===== src/rtl/gcb_pkg.sv =====
// Shared types, constants and helpers for the gated capture bank.
// The optional capture counters are controlled by the CAPTURE_CNT_EN macro.
package gcb_pkg;

  typedef enum logic {
    LEVEL = 1'b0,
    EDGE  = 1'b1
  } gcb_mode_e;

  localparam int GCB_CNT_W = 8;

  // Counts up by one but sticks at max_val instead of wrapping.
  function automatic logic [31:0] sat_inc(input logic [31:0] value,
                                          input logic [31:0] max_val);
    return (value >= max_val) ? value : value + 32'd1;
  endfunction

endpackage


===== src/rtl/gcb_channel.sv =====
// One enable-gated capture channel: data register, sticky update flag, optional
// edge detector and, when CAPTURE_CNT_EN is defined, a saturating capture counter.
module gcb_channel
  import gcb_pkg::*;
#(
  parameter int        WIDTH = 4,
  parameter gcb_mode_e MODE  = LEVEL,
  parameter int        CNT_W = GCB_CNT_W
) (
  input  logic             i_clk,
  input  logic             i_rst,
  input  logic             i_en,
  input  logic [WIDTH-1:0] i_din,
  input  logic             i_rd,
  output logic [WIDTH-1:0] o_dout,
  output logic             o_upd,
  output logic [CNT_W-1:0] o_cnt
);

  logic             w_cap;
  logic [WIDTH-1:0] r_data;
  logic             r_upd;

  // In edge mode only a low-to-high step of the enable captures.
  if (MODE == EDGE) begin : g_edge
    logic r_en_d;

    always_ff @(posedge i_clk or posedge i_rst) begin
      if (i_rst) r_en_d <= 1'b0;
      else       r_en_d <= i_en;
    end

    assign w_cap = i_en & ~r_en_d;
  end else begin : g_level
    assign w_cap = i_en;
  end

  // A capture at the same edge as a read keeps the flag set.
  always_ff @(posedge i_clk or posedge i_rst) begin
    if (i_rst) begin
      r_data <= '0;
      r_upd  <= 1'b0;
    end else begin
      if (w_cap) r_data <= i_din;
      if (w_cap)     r_upd <= 1'b1;
      else if (i_rd) r_upd <= 1'b0;
    end
  end

  assign o_dout = r_data;
  assign o_upd  = r_upd;

`ifdef CAPTURE_CNT_EN
  localparam logic [31:0] CNT_MAX = 32'({CNT_W{1'b1}});

  logic [CNT_W-1:0] r_cnt;

  // A read clears the count; a coinciding capture restarts it at one.
  always_ff @(posedge i_clk or posedge i_rst) begin
    if (i_rst) begin
      r_cnt <= '0;
    end else if (i_rd) begin
      r_cnt <= w_cap ? CNT_W'(1) : '0;
    end else if (w_cap) begin
      r_cnt <= CNT_W'(sat_inc(32'(r_cnt), CNT_MAX));
    end
  end

  assign o_cnt = r_cnt;
`else
  assign o_cnt = '0;
`endif

endmodule


===== src/rtl/gated_capture_bank.sv =====
// Bank of CH enable-gated capture channels with a registered read port.
// Define CAPTURE_CNT_EN to build per-channel capture counters behind o_rd_cnt.
module gated_capture_bank
  import gcb_pkg::*;
#(
  parameter int WIDTH     = 4,
  parameter int CH        = 2,
  parameter int EDGE_MODE = 0,
  parameter int CNT_W     = GCB_CNT_W
) (
  input  logic                                i_clk,
  input  logic                                i_rst,
  input  logic [CH-1:0]                       i_en,
  input  logic [CH*WIDTH-1:0]                 i_din,
  output logic [CH*WIDTH-1:0]                 o_dout,
  output logic [CH-1:0]                       o_upd,
  input  logic                                i_rd_req,
  input  logic [((CH > 1) ? $clog2(CH) : 1)-1:0] i_rd_sel,
  output logic [WIDTH-1:0]                    o_rd_data,
  output logic                                o_rd_vld,
  output logic [CNT_W-1:0]                    o_rd_cnt
);

  localparam gcb_mode_e MODE = (EDGE_MODE != 0) ? EDGE : LEVEL;

  logic [CH-1:0]    w_rd_ch;
  logic [WIDTH-1:0] w_dout_ch [CH];
  logic [CNT_W-1:0] w_cnt_ch  [CH];
  logic [WIDTH-1:0] w_sel_data;
  logic [CNT_W-1:0] w_sel_cnt;

  logic [WIDTH-1:0] r_rd_data;
  logic             r_rd_vld;
  logic [CNT_W-1:0] r_rd_cnt;

  for (genvar g = 0; g < CH; g++) begin : g_ch
    gcb_channel #(
      .WIDTH (WIDTH),
      .MODE  (MODE),
      .CNT_W (CNT_W)
    ) u_ch (
      .i_clk  (i_clk),
      .i_rst  (i_rst),
      .i_en   (i_en[g]),
      .i_din  (i_din[g*WIDTH +: WIDTH]),
      .i_rd   (w_rd_ch[g]),
      .o_dout (w_dout_ch[g]),
      .o_upd  (o_upd[g]),
      .o_cnt  (w_cnt_ch[g])
    );

    assign o_dout[g*WIDTH +: WIDTH] = w_dout_ch[g];
  end

  // An out-of-range select matches no channel, so it reads zeros and touches nothing.
  always_comb begin
    w_rd_ch    = '0;
    w_sel_data = '0;
    w_sel_cnt  = '0;
    for (int i = 0; i < CH; i++) begin
      if (int'(i_rd_sel) == i) begin
        w_rd_ch[i] = i_rd_req;
        w_sel_data = w_dout_ch[i];
        w_sel_cnt  = w_cnt_ch[i];
      end
    end
  end

  always_ff @(posedge i_clk or posedge i_rst) begin
    if (i_rst) begin
      r_rd_data <= '0;
      r_rd_vld  <= 1'b0;
      r_rd_cnt  <= '0;
    end else begin
      r_rd_vld <= i_rd_req;
      if (i_rd_req) begin
        r_rd_data <= w_sel_data;
        r_rd_cnt  <= w_sel_cnt;
      end
    end
  end

  assign o_rd_data = r_rd_data;
  assign o_rd_vld  = r_rd_vld;
  assign o_rd_cnt  = r_rd_cnt;

endmodule


===== config.mk =====
export PLATFORM = sky130hd
export DESIGN_NAME = gated_capture_bank
export DESIGN_NICKNAME = d
export VERILOG_FILES = /design/src/rtl/gcb_pkg.sv /design/src/rtl/gcb_channel.sv /design/src/rtl/gated_capture_bank.sv
export SDC_FILE = /design/constraint.sdc
export NUM_CORES = 1
export LEC_CHECK = 0
export CORE_MARGIN = 3
export CORE_UTILIZATION = 37
export CTS_CLUSTER_SIZE = 20
export DETAILED_ROUTE_END_ITERATION = 7
export PLACE_DENSITY = 0.77
export SETUP_SLACK_MARGIN = 0.1
export SYNTH_ARGS = -nofsm -noshare
export SYNTH_HDL_FRONTEND = slang
export SYNTH_SLANG_ARGS = --single-unit
export TNS_END_PERCENT = 10

===== constraint.sdc =====
create_clock -name i_clk -period 1.15 [get_ports i_clk]
set_clock_uncertainty 0.2 [all_clocks]
set_input_delay 0.23 -clock i_clk [delete_from_list [all_inputs] [get_ports i_clk]]
set_output_delay 0.23 -clock i_clk [all_outputs]
set_load 0.005 [all_outputs]

* Yosys cells after proc, flatten, opt, wreduce, memory -nomap -nowiden *
Cells that the tools add are included.

cells by class
  mux-type cells = 7
  reductions and logical operators = 2

operators with widths
  cell               number
  $mux 1             6
  $mux 4             1
  $reduce_bool 2->1  2

word-level totals
  output and inout port bits = 23
  input bits = 14
  word-level logic and storage cells = 15
  flip-flop bits (word level) = 15

* Depth between registers and ports, before layout *
  depth after elaboration = 3
  mapped depth = 3
  mapped depth without buffers = 2

* Cells and area by module *
From an unflattened synthesis, not the netlist that was laid out.

second synthesis, totals
  cells, all modules = 99
  area, all modules = 1117.3 sq um

by module, submodules not included
  module              cells an instance  area an instance (sq um)  seq. area each (sq um)  times used
  gated_capture_bank  57                 616.8                     325.3                   1
  gcb_channel         21                 250.2                     125.1                   2

* Worst setup path before layout *
No wires, ideal clock.

  path kind = flip-flop to flip-flop
  start = register g_ch[1].u_ch.o_dout[0] (netlist name)
  end = register g_ch[1].u_ch.r_data[0]
  arrival time = 0.628 ns
  library setup time = 0.125 ns
  stages on the path, launching flop included = 2
  slack = 0.197 ns
  path buffers = 0
  clock period less this slack = 0.953 ns
  required time = 0.825 ns
  path through = dfrtp_1 -> mux2_2

RTL lines
  item                  line               source
  to (signal assigned)  gcb_channel.sv:44  if (w_cap) r_data <= i_din;
  to (decl)             gcb_channel.sv:21  logic [WIDTH-1:0] r_data;

* Final worst setup path *
  start = register g_ch[0].u_ch.r_data[1]
  end = output port o_dout[1]

RTL lines
  item                    line                      source
  from (decl)             gcb_channel.sv:21
  from (signal assigned)  gcb_channel.sv:44
  to (decl)               gated_capture_bank.sv:15  output logic [CH*WIDTH-1:0] o_dout,

No word-level cell between the ends.

==> results <==
- The flow ran to the end, but the final reports show violations.
- The final reports fail on setup timing.
- Compared with the post-synthesis result, the final layout area differs by 53.5%.
- Dividing the detail-routed wire length by the instance count gives 12.0 um.
- The most numerous cell in the Yosys netlist is dfrtp_1.
- The number of unique standard cell types used by synthesis is 12.
- Sequential cells were found to cover 56.3% of the synthesized design area.
- The first-iteration detailed-routing DRC count is 3.
- Sorting the synthesized cells by how often they occur yields dfrtp_1 (15), buf_4 (11), mux2_2 (8).
- Summing every instance area after synthesis gives 667 um^2.
- The synthesized instance count is 53.
- The TritonCTS clock tree is done.
- The detailed placement HPWL is 1.14 mm.
- In this run the critical register-to-register path is launched from g_ch[0].u_ch.o_dout[1]$_DFFE_PP0P_.
- Clock-pin slew was measured on the worst setup and hold paths at 0.09 ns.
- The worst flop-to-flop path endpoint is g_ch[0].u_ch.o_dout[1]$_DFFE_PP0P_.
- The count of buffers added on input and output ports is 28.
- The family of cells with the greatest summed delay on the critical path is flip-flops.
- The largest stage delay on the critical path is 0.41 ns.
- The number of routed nets with antenna violations is 0.
- By area the synthesized netlist is led by dfrtp_1 (56%), mux2_2 (14%), buf_4 (12%).
- For the worst setup path, the data required time is 0.72 ns.
- The post-layout net count is 114.
- The largest net degree at the start of global routing is 16.
- The vertical die dimension is 48.5 um.
- The floorplan step defined a die boundary enclosing 2350 um^2.
- The detailed-routing iteration count for the pre-antenna-repair pass is 4.
- The setup slack of the most critical reg-to-reg path is -0.06 ns.
- The critical path in this run is classified as reg2out.
- For this run, the total global-route usage over all layers was measured as 14.2%.
- The first global-routing pass estimated 2.55 mm of wire.
- Of all flip-flops after synthesis, the portion carrying an async set or reset was 100%.
- The Yosys step of the flow raised 0 warnings.
- The chip width is 48.5 um.
- Along the worst path, the maximum fanout reaches 2.
- Setup violations remaining at the end of the flow were counted as 18.
- At the worst endpoint, the arrival time is 0.82 ns.
- The number of buffer and inverter stages on the critical path is 1.
- Routability-driven placement finished with a final weighted congestion of 0.743.
- The type of element capturing the critical path is an output port.
- The final critical delay including setup and external delays is 1.25 ns.
- Setup slack on the critical path of the routed design comes to -0.103 ns.
- The final-report hold violation count is 0.
- The floorplan has 14 rows.
- The via count of the routed design is 517.
- The area of the core is 1590 um^2.
- The critical path goes through buf_2.
- The buffer cell driving the clock tree root is clkbuf_4.
- The initial standard-cell utilization of the core is 41.8%.
- Across the whole layout, storage elements account for 375 um^2.
- In this run the mean area of a mapped cell was 12.6 um^2.
- In this run the number of cells on the critical path is 1.
- The insertion delay to the later sink of the worst-skew pair is 0.28 ns.
- The number of global-route vias before repair is 565.
- The largest area contributor in the netlist is dfrtp_1.
- The share of the clock period used by the worst path is 109%.
- The total clock buffers created by CTS is 3.
- Counting flops with a built-in enable in the synthesized netlist gives 0.
- CTS built an H-tree with a depth of 1.
- The max-cap check violation count is 0.
- The post-detailed-route DRC marker count is 0.
- The count of pins over their slew limit is 0.
- After global routing the overflow that remains totals 0.
- The fill cell total of the finished layout is 141.
- Setup repair after global routing could not meet its margin everywhere.
- Dividing the detail-routed via count by the number of cells gives 4.20.
- The cell count of the worst reg-to-reg path is 3.
- The portion of synthesized cell area occupied by the leading cell type is 56.3%.
- The I/O pin count is 37.
- The path category of the worst min-delay check is in2async.
- The worst setup path is launched from a flip-flop.
- The flip-flop and latch count after synthesis is 15.
- Power spread over the standard cell area amounts to 1190 nW/um^2.
- The leakage component of the power is 0.511 nW.
- The power after layout is 1.21 mW.
- In this run the worst setup path begins at g_ch[0].u_ch.o_dout[1]$_DFFE_PP0P_.
- The maximum clock path buffer count is 2.
- The number of antenna violations at the first check in global routing was 0.
- Static timing analysis puts the maximum clock frequency at 798 MHz.
- The share of post-route cells with drive strength above 1 is 46.5%.
- For this design, the slowest cell found on the critical path is dfrtp_1.
- For this run, the leading register cell type out of synthesis is dfrtp_1.
- IR analysis of the VDD net gives a maximum drop of 0.854 mV.
- The repair_antennas step left the layout with diodes totalling 0.
- The worst-case setup slack after placement is -0.357 ns.
- The end of the critical path is o_dout[1].
- The clock net in this run drives a total of 15 sinks.
- Summed over all layers, the routed wires come to 1.48 mm.
- In the final layout, the multi-input gates occupy 220 um^2.
==> power by group <==
group / switching (mW) / internal, mW / total [mW]
Sequential: 0.0289 / 0.581 / 0.610
Combinational: 0.110 / 0.196 / 0.306
Clock: 0.170 / 0.129 / 0.299
==> logic make-up after synthesis <==
logic type / count (synthesis) / synth area share [%]
AND/OR/NAND/NOR: 6 / 3.75
multiplexers: 12 / 19.5
buffers and inverters: 13 / 14.6
other: 1 / 0.562
flip-flops: 15 / 56.3
AO/OA/AOI/OAI: 6 / 5.25
==> per-stage QoR <==
stage	area, um^2	utilization (%)	setup TNS, ns	hold slack [ns]	cells
2_1_floorplan	693	-	0	-0.0685	60
3_5_place_dp	1040	65.4	-6.59	0.270	116
6_report	1020	64.2	-1.27	0.0387	123
3_3_place_gp	1040	65.4	-6.33	0.276	116
5_1_grt	1020	64.2	-2.07	0.0306	123
4_1_cts	1020	64.0	-1.39	0.0341	123
==> state kept, by name (all words and copies together), names as in the netlist <==
| register | cells |
|---|---|
| g_ch.u_ch.o_dout | 8 |
| g_ch.u_ch.o_upd | 2 |
| o_rd_data | 4 |
| o_rd_vld | 1 |
==> layer usage <==
| layer | vias to the layer above | share of wire (%) | track usage (%) |
|---|---|---|---|
| met3 | 4 | 8.6 | 4.29 |
| met4 | 0 | 2.0 | 7.11 |
| met5 | - | 0 | 0 |
| met1 | 236 | 38 | 15.3 |
| met2 | 28 | 51 | 25.2 |
| li1 | 249 | - | - |
==> cell usage in the layout, fill, tap and decap left out, drive strengths merged <==
| master | netlist | final |
|---|---|---|
| a21o | 2 | 2 |
| a21oi | 4 | 4 |
| buf | 12 | 34 |
| clkbuf | 0 | 3 |
| clkdlybuf4s50 | 0 | 9 |
| clkinv | 0 | 1 |
| conb | 1 | 8 |
| dfrtp | 15 | 15 |
| dlygate4sd2 | 0 | 4 |
| inv | 1 | 1 |
| mux2 | 8 | 8 |
| mux2i | 4 | 4 |
| nand2 | 1 | 1 |
| nand2b | 1 | 1 |
| nor2 | 4 | 4 |
==> timing repair <==
action	CTS	global route
pin swaps	3	4
setup buffers	3	0
setup endpoints to repair	29	27
hold endpoints to repair	0	0
hold buffers	0	0
gates resized for setup	66	1
==> layout make-up <==
type | count | share of cell area [%]
Sequential cell | 15 | 36.7
Timing Repair Buffer | 47 | 35.8
Multi-Input combinational cell | 32 | 21.5
Tap cell | 24 | 2.93
Clock buffer | 3 | 2.20
Clock inverter | 1 | 0.489
Inverter | 1 | 0.367
==> worst min path at each step <==
stage / cells past startpoint / slack [ns] / to
6_report: 3 / 0.04 / g_ch[1].u_ch.o_dout[2]$_DFFE_PP0P_
5_1_grt: 3 / 0.03 / g_ch[1].u_ch.o_dout[2]$_DFFE_PP0P_
4_1_cts: 3 / 0.03 / o_rd_data[1]$_DFFE_PP0P_
3_5_place_dp: 1 / 0.27 / g_ch[0].u_ch.o_upd$_DFFE_PP0P_
3_3_place_gp: 1 / 0.28 / g_ch[0].u_ch.o_upd$_DFFE_PP0P_
2_1_floorplan: 1 / -0.07 / g_ch[0].u_ch.o_dout[0]$_DFFE_PP0P_
(Power assumes the default switching activity.)
